[config.mk]
export PLATFORM = sky130hd
export DESIGN_NAME = level_sensor_debouncer_flat
export DESIGN_NICKNAME = d
export VERILOG_FILES = /design/src/rtl/level_sensor_debouncer_if.sv /design/src/rtl/level_sensor_debouncer.sv /design/src/flat_wrapper.sv
export SDC_FILE = /design/constraint.sdc
export NUM_CORES = 1
export LEC_CHECK = 0
export BUFFER_PORTS_ARGS = -buffer_cell sky130_fd_sc_hd__buf_2
export CORE_ASPECT_RATIO = 0.8
export CORE_MARGIN = 5
export CORE_UTILIZATION = 54
export CTS_CLUSTER_DIAMETER = 200
export DETAILED_ROUTE_END_ITERATION = 7
export PLACE_DENSITY = 0.75
export SKIP_CTS_REPAIR_TIMING = 1
export SYNTH_ARGS = -nofsm -noshare
export SYNTH_HDL_FRONTEND = slang
export SYNTH_SLANG_ARGS = --single-unit
[constraint.sdc]
create_clock -name clk_100MHz -period 3.2 [get_ports clk_100MHz]
set_clock_uncertainty 0.2 [all_clocks]
set_input_delay 0.48 -clock clk_100MHz [delete_from_list [all_inputs] [get_ports clk_100MHz]]
set_output_delay 0.48 -clock clk_100MHz [all_outputs]
set_load 0.01 [all_outputs]
[src/rtl/level_sensor_debouncer_if.sv]
// Float-switch sensor bundle between the level meter front end and the debouncer.
// The tick enable and raw switch vector go in; the cleaned vector, level and status come out.
interface level_sensor_debouncer_if #(
  parameter int N_SENSORS = 8,
  parameter int LEVEL_W   = 4
);
  logic                 tick_1khz;
  logic [N_SENSORS-1:0] sensor_raw;
  logic [N_SENSORS-1:0] sensor_stable;
  logic [LEVEL_W-1:0]   level;
  logic                 level_changed;
  logic                 fault;

  modport master (
    output tick_1khz, sensor_raw,
    input  sensor_stable, level, level_changed, fault
  );

  modport slave (
    input  tick_1khz, sensor_raw,
    output sensor_stable, level, level_changed, fault
  );
endinterface

[src/rtl/level_sensor_debouncer.sv]
// Synchronises and debounces the float-switch inputs on the 1 kHz tick, then encodes
// the thermometer vector into a tank level with change strobe and fault flag.
module level_sensor_debouncer #(
  parameter int N_SENSORS   = 8,
  parameter int DEBOUNCE_MS = 20,
  parameter int LEVEL_W     = 4
) (
  input  logic                     clk_100MHz,
  input  logic                     reset_n,
  level_sensor_debouncer_if.slave  bus
);

  localparam int                 CNT_W    = $clog2(DEBOUNCE_MS + 1);
  localparam logic [CNT_W-1:0]   CNT_LAST = CNT_W'(DEBOUNCE_MS - 1);

  logic [N_SENSORS-1:0] sync1_q, sync2_q;
  logic [N_SENSORS-1:0] stable_q, stable_d;
  logic [N_SENSORS-1:0] stable_inc;
  logic [CNT_W-1:0]     cnt_q [N_SENSORS];
  logic [CNT_W-1:0]     cnt_d [N_SENSORS];
  logic [LEVEL_W-1:0]   level_q, level_d, ones;
  logic                 changed_q, changed_d;
  logic                 fault_q, fault_d;
  logic                 thermo;

  // A count only advances while the synced bit disagrees with the accepted value;
  // any tick of agreement throws the partial count away.
  always_comb begin
    stable_d = stable_q;
    for (int i = 0; i < N_SENSORS; i++) begin
      cnt_d[i] = cnt_q[i];
      if (bus.tick_1khz) begin
        if (sync2_q[i] == stable_q[i]) begin
          cnt_d[i] = '0;
        end else if (cnt_q[i] == CNT_LAST) begin
          stable_d[i] = sync2_q[i];
          cnt_d[i]    = '0;
        end else begin
          cnt_d[i] = cnt_q[i] + CNT_W'(1);
        end
      end
    end
  end

  // 0..01..1 plus one is a power of two, so it shares no set bit with the original.
  always_comb begin
    ones       = '0;
    stable_inc = stable_q + N_SENSORS'(1);
    thermo     = ((stable_q & stable_inc) == '0);
    for (int i = 0; i < N_SENSORS; i++) begin
      ones = ones + LEVEL_W'(stable_q[i]);
    end
    level_d   = level_q;
    fault_d   = 1'b1;
    changed_d = 1'b0;
    if (thermo) begin
      fault_d   = 1'b0;
      level_d   = ones;
      changed_d = (ones != level_q);
    end
  end

  always_ff @(posedge clk_100MHz or negedge reset_n) begin
    if (!reset_n) begin
      sync1_q   <= '0;
      sync2_q   <= '0;
      stable_q  <= '0;
      level_q   <= '0;
      changed_q <= 1'b0;
      fault_q   <= 1'b0;
      for (int i = 0; i < N_SENSORS; i++) begin
        cnt_q[i] <= '0;
      end
    end else begin
      sync1_q   <= bus.sensor_raw;
      sync2_q   <= sync1_q;
      stable_q  <= stable_d;
      level_q   <= level_d;
      changed_q <= changed_d;
      fault_q   <= fault_d;
      for (int i = 0; i < N_SENSORS; i++) begin
        cnt_q[i] <= cnt_d[i];
      end
    end
  end

  assign bus.sensor_stable = stable_q;
  assign bus.level         = level_q;
  assign bus.level_changed = changed_q;
  assign bus.fault         = fault_q;

endmodule

[src/flat_wrapper.sv]
// flat-port wrapper written by rule: the top's interface ports become plain ports
module level_sensor_debouncer_flat 
#(
  parameter int N_SENSORS   = 8,
  parameter int DEBOUNCE_MS = 20,
  parameter int LEVEL_W     = 4
)
  (clk_100MHz, reset_n, bus_tick_1khz, bus_sensor_raw, bus_sensor_stable, bus_level, bus_level_changed, bus_fault);
  level_sensor_debouncer_if #(.N_SENSORS(N_SENSORS), .LEVEL_W(LEVEL_W)) bus_i ();
  input  logic clk_100MHz;
  input  logic reset_n;
  input wire logic [$bits(bus_i.tick_1khz)-1:0] bus_tick_1khz;
  input wire logic [$bits(bus_i.sensor_raw)-1:0] bus_sensor_raw;
  output wire logic [$bits(bus_i.sensor_stable)-1:0] bus_sensor_stable;
  output wire logic [$bits(bus_i.level)-1:0] bus_level;
  output wire logic [$bits(bus_i.level_changed)-1:0] bus_level_changed;
  output wire logic [$bits(bus_i.fault)-1:0] bus_fault;
  assign bus_i.tick_1khz = bus_tick_1khz;
  assign bus_i.sensor_raw = bus_sensor_raw;
  assign bus_sensor_stable = bus_i.sensor_stable;
  assign bus_level = bus_i.level;
  assign bus_level_changed = bus_i.level_changed;
  assign bus_fault = bus_i.fault;
  level_sensor_debouncer #(.N_SENSORS(N_SENSORS), .DEBOUNCE_MS(DEBOUNCE_MS), .LEVEL_W(LEVEL_W)) u_core (.clk_100MHz(clk_100MHz), .reset_n(reset_n), .bus(bus_i));
endmodule
# Yosys cells after proc, flatten, opt, wreduce, memory -nomap -nowiden
# Index checks and enable logic that the tools add are counted.
word_totals:
  register_bits: 70
  inputBits: 11
  elab_cells: 90
op_classes:
  eq_ne: 17
  bitwise: 9
  reduce_logical: 9
  mux: 18
  addsub: 16
ops:
  columns: ["cell", "n"]
  rows:
  - ["$mux 5", 16]
  - ["$add 5x1->5 const B", 8]
  - ["$eq 5x5->1 const B", 8]
  - ["$add 4x1->4", 6]
  - ["$reduce_and 3->1", 8]
  - ["$add 8x1->8 const B", 1]
  - ["$and 8x8->8", 1]
  - ["$eq 1x1->1", 8]
  - ["$logic_not 8->1", 1]
  - ["$not 1->1", 8]
  - ["$ne 4x4->1", 1]
  - ["$add 1x1->2", 1]
  - ["$mux 1", 2]

# Logic depth before layout (Yosys ltp)
depth:
  ltp_word: 9
  ltp_mapped: 10

# Least setup slack after synthesis
# Ideal clock, no wire load.
synth_timing:
  path_type: "flip-flop to flip-flop"
  startpoint: "reg u_core.stable_q[0] (netlist: u_core.bus.sensor_stable[0])"
  endpoint: "reg u_core.changed_q (netlist: u_core.bus.level_changed)"
  arrival_ns: 2.938
  path_buffers: 0
  stages_incl_launch_ff: 10
  t_required_ns: 2.861
  setup_slack_ns: -0.077
  path_cell_list: "dfrtp_1 -> inv_1 -> ha_1 -> fa_1 -> fa_1 -> fa_1 -> fa_1 -> xnor2_1 -> xnor2_1 -> a41oi_1"
synth_between:
  elab_chain_cells: 9
  elab_cells_between_ends: 12
synth_rtl:
  columns: ["item", "line", "text"]
  rows:
  - ["start: declaration", "level_sensor_debouncer.sv:17", "logic [N_SENSORS-1:0] stable_q, stable_d;"]
  - ["start signal: assignment", "level_sensor_debouncer.sv:77", "stable_q <= stable_d;"]
  - ["$add 1x1->2", "level_sensor_debouncer.sv:51", "ones = ones + LEVEL_W'(stable_q[i]);"]
  - ["$add 4x1->4 (6 in a row)", "level_sensor_debouncer.sv:51", null]
  - ["$ne 4x4->1", "level_sensor_debouncer.sv:59", "changed_d = (ones != level_q);"]
  - ["$mux 1 (*)", "level_sensor_debouncer.sv:56", "if (thermo) begin"]
  - ["via u_core.changed_d", "level_sensor_debouncer.sv:22", "logic changed_q, changed_d;"]
  - ["end signal: assignment", "level_sensor_debouncer.sv:79", "changed_q <= changed_d;"]
  - ["end: declaration", "level_sensor_debouncer.sv:22", null]
# The timed path passes the listed nets; every way through them passes the cells marked *.
# A chain may end at the register's enable or synchronous reset.

# Worst setup path after layout
# Same ends and word-level chain as after synthesis.

==> flow_summary.json <==
{
  "run_status": "finished with violations",
  "io_pins": 25,
  "power.static_leakage_nw": 1.699,
  "postSynthCellCount": 324,
  "synthesis.area_sq_mm": 0.003390,
  "clock_network_latency_to_the_later_pin_of_the_worst_skew_pair_ns": 0.34,
  "synthesis.nets": 351,
  "routed_via_density": 5.423,
  "placed_area_sq_mm": 0.003659,
  "layout-drive-gt1-share": 0.1967,
  "cap_violations": 0,
  "hold_vio_cnt_final": 28,
  "worstMarginPinSlew_ns": 0.6658,
  "grt_use_met3": 0.06781,
  "cts-root-to-sink-buffers": 2,
  "dp_worst_setup_slack_ns": -0.06228,
  "n_fill_cell": 493,
  "final_period_minus_worst_setup_slack_ns": 3.197,
  "post_synth_num_cell_types": 35,
  "worst-setup-path-type": "reg -> reg",
  "grt_pass1_wl_um": 11110,
  "worst_path_dominant_cell_family": "adder cells",
  "grt_util_all_layers": 0.1765,
  "synth-seq-cells": 70,
  "fp.dieArea_sq_mm": 0.007971,
  "timing.critical_path.slowest_cell_delay_ns": 0.57,
  "highest_achievable_clock_rate_mhz": 312.8,
  "tritoncts": "built",
  "hp-class": "in -> async",
  "antennaDiodeCount": 0,
  "routed-via-count": 2424,
  "layout_setup_ws_ns": 0.003334,
  "avgRoutedWirePerCell_um": 14.04,
  "start_kind": "flop",
  "htreeDepth": 3,
  "relSlewSlack": 0.5562,
  "path_max_fanout": 2,
  "post-synth-top-area-fraction": 0.5168,
  "whs_ns": -0.03766,
  "finalNonFillerCells": 447,
  "antenna_violating_nets_post_route": 0,
  "dr.pass1.iters": 4,
  "die_height_um": 80.86,
  "timing.critical_path.arrival_ns": 3.21,
  "worst-path-stages": 8,
  "floorplan.die.width_um": 98.58,
  "total_power_mw": 2.185,
  "globalRouteMet1Util": 0.2332,
  "antenna_violations_before_repair": 0,
  "crit_end_element": "flop",
  "floorplan.rows": 25,
  "setup_repair_after_global_routing_missed_its_margin": "true",
  "max-vdd-ir-drop_mv": 0.4546,
  "clk_root_buffer_cell": "sky130_fd_sc_hd__clkbuf_8",
  "tritoncts_num_sinks": 70,
  "failed_checks": "hold timing",
  "post_synth_main_area_contributors": "sky130_fd_sc_hd__dfrtp_1, sky130_fd_sc_hd__o21ai_0, sky130_fd_sc_hd__ha_1",
  "path_buf_inv": 1,
  "floorplan.initialDensity": 0.5644,
  "drt_first_iter_violations": 120,
  "final_setup_violating_endpoints": 0,
  "cts.clk_slew.worst_paths_ns": 0.07,
  "place.detailed.instances": 429,
  "busiest_layer": "met2",
  "finalWirelength_um": 6274,
  "gp_congestion": 0.8142,
  "overflow": 0,
  "grt_pass1_vias": 2368,
  "flow.area_growth_from_synthesis_pct": 14.43,
  "grt_start_max_net_pins": 35,
  "yosys_warnings": 0,
  "synth_ff_type": "sky130_fd_sc_hd__dfrtp_1",
  "number_of_enable_type_register_cells_in_the_synthesized_netlist": 0,
  "dp_hpwl_um": 4516,
  "final_critical_path_share_of_the_clock_period": 0.9990,
  "library_cell_contributing_the_largest_single_delay_on_the_critical_path": "sky130_fd_sc_hd__fa_2",
  "core-area_sq_mm": 0.006006,
  "finish.net_count": 388,
  "cell_area_power_density_mw_per_mm2": 563.2,
  "synth.yosys.seq_area_share": 0.5168,
  "crit_path_required_time_ns": 3.21,
  "synth_area_leader_cell": "sky130_fd_sc_hd__dfrtp_1",
  "grt_use_met2": 0.2706,
  "asr_flop_ratio_synth": 1.000,
  "r2r_cells": 8,
  "final_area_sq_mm": 0.003879,
  "final_count_of_pins_violating_max_slew": 0,
  "cts_made_buffers": 9,
  "synthesized_area_per_cell_sq_um": 10.46,
  "drc": 0,
  "critical_path.cell_chain": "inv_2, ha_4, fa_1, fa_1, fa_2, fa_2, xor2_2, a41oi_2",
  "buffer_ports.inserted": 24
}
==> path summary, 6_finish.rpt <==
kind | endpoint | slack (ns) | start
setup / recovery | u_core.bus.level_changed$_DFF_PN0_ | 0.003 | u_core.bus.sensor_stable[0]$_DFFE_PN0P_
min in group clk_100MHz | u_core.sync1_q[7]$_DFF_PN0_ | 0.04 | bus_sensor_raw[7]
setup reg to reg | u_core.bus.level_changed$_DFF_PN0_ | 0.003 | u_core.bus.sensor_stable[0]$_DFFE_PN0P_
max in group asynchronous | u_core.bus.sensor_stable[3]$_DFFE_PN0P_ | 2.04 | reset_n
hold / removal | u_core.cnt_q[22]$_DFFE_PN0P_ | -0.04 | reset_n
hold reg to reg | u_core.sync2_q[4]$_DFF_PN0_ | 0.15 | u_core.sync1_q[4]$_DFF_PN0_
==> power breakdown <==
group          switching (mW)  total, mW  internal [mW]
clock                   0.327      0.625          0.297
combinational           0.239      0.449          0.210
sequential              0.114       1.11          0.997
==> cell usage after synthesis (all sizes together), types with 6 or more instances <==
cell type	number
o22ai	15
dfrtp	70
nor2	10
a21oi	10
nor3	11
o21ai	37
nand2	17
a31o	6
clkbuf	7
inv	33
xor2	6
nand3	11
ha	12
nand2b	11
a22oi	8
xnor2	11
mux2i	10
==> per-layer routing <==
layer	wire length [um]	part of all wire	vias up
met5	0	0	-
met4	73	0.012	0
met3	322	0.051	8
met2	2790	0.44	42
met1	3087	0.49	1160
li1	-	-	1214
==> state kept, by name, summed over array words and instances (netlist names) <==
register / flops
u_core.bus.fault: 1
u_core.cnt_q: 40
u_core.sync2_q: 8
u_core.bus.level: 4
u_core.sync1_q: 8
u_core.bus.level_changed: 1
u_core.bus.sensor_stable: 8
==> metrics by stage <==
step	utilization	TNS, ns
after floorplan	-	0
after global placement	0.6092	0
after detailed placement	0.6092	-0.06228
after CTS	0.6383	-0.07620
after global routing	0.6458	-0.09918
final	0.6458	0
==> layout make-up <==
| class | instances | area [sq um] | share of cell area |
|---|---|---|---|
| multi-input cells | 212 | 1513 | 0.3900 |
| well taps | 81 | 101.3 | 0.02613 |
| clock buffers | 10 | 137.6 | 0.03548 |
| flip-flops and latches | 70 | 1754 | 0.4523 |
| repair buffers | 34 | 207.7 | 0.05355 |
| inverters | 34 | 127.6 | 0.03290 |
| clock inverters | 6 | 37.54 | 0.009677 |
==> placed cells by master, fill, tap and decap left out, drive strengths merged <==
cell type / netlist / layout
nor3: 11 / 11
o21a: 3 / 3
clkbuf: 7 / 10
clkinv: 1 / 4
or4: 1 / 1
a22o: 3 / 3
o22ai: 15 / 15
buf: 1 / 34
nand3b: 3 / 3
xnor2: 11 / 11
dfrtp: 70 / 70
mux2i: 10 / 10
mux2: 2 / 2
o31ai: 1 / 1
ha: 12 / 12
or2: 4 / 4
nand2: 17 / 17
inv: 33 / 33
a21oi: 10 / 10
a41oi: 2 / 2
nor2b: 1 / 1
a22oi: 8 / 8
nand4b: 3 / 3
nand3: 11 / 11
nor2: 10 / 10
nand2b: 11 / 11
clkinvlp: 0 / 3
a31o: 6 / 6
and2: 3 / 3
xor2: 6 / 6
o21ai: 37 / 37
o2bb2ai: 4 / 4
fa: 4 / 4
nor4bb: 3 / 3
==> worst register-to-register path, stage by stage (launching register included) <==
cell and delay, ns:
sky130_fd_sc_hd__dfrtp_2 0.41, sky130_fd_sc_hd__inv_2 0.08, sky130_fd_sc_hd__ha_4 0.20, sky130_fd_sc_hd__fa_1 0.50, sky130_fd_sc_hd__fa_1 0.44, sky130_fd_sc_hd__fa_2 0.37
sky130_fd_sc_hd__fa_2 0.57, sky130_fd_sc_hd__xor2_2 0.16, sky130_fd_sc_hd__a41oi_2 0.13
==> cells by family after synthesis <==
logic type,synth area share
DFF,0.5168
and+or+nand+nor,0.1229
xor gates and xnor gates,0.04393
adders and majority gates,0.06792
AOI/OAI and AO/OA,0.1624
buffers and inverters,0.04873
muxes,0.03728
Note: power is estimated with default switching activity, not from simulation.
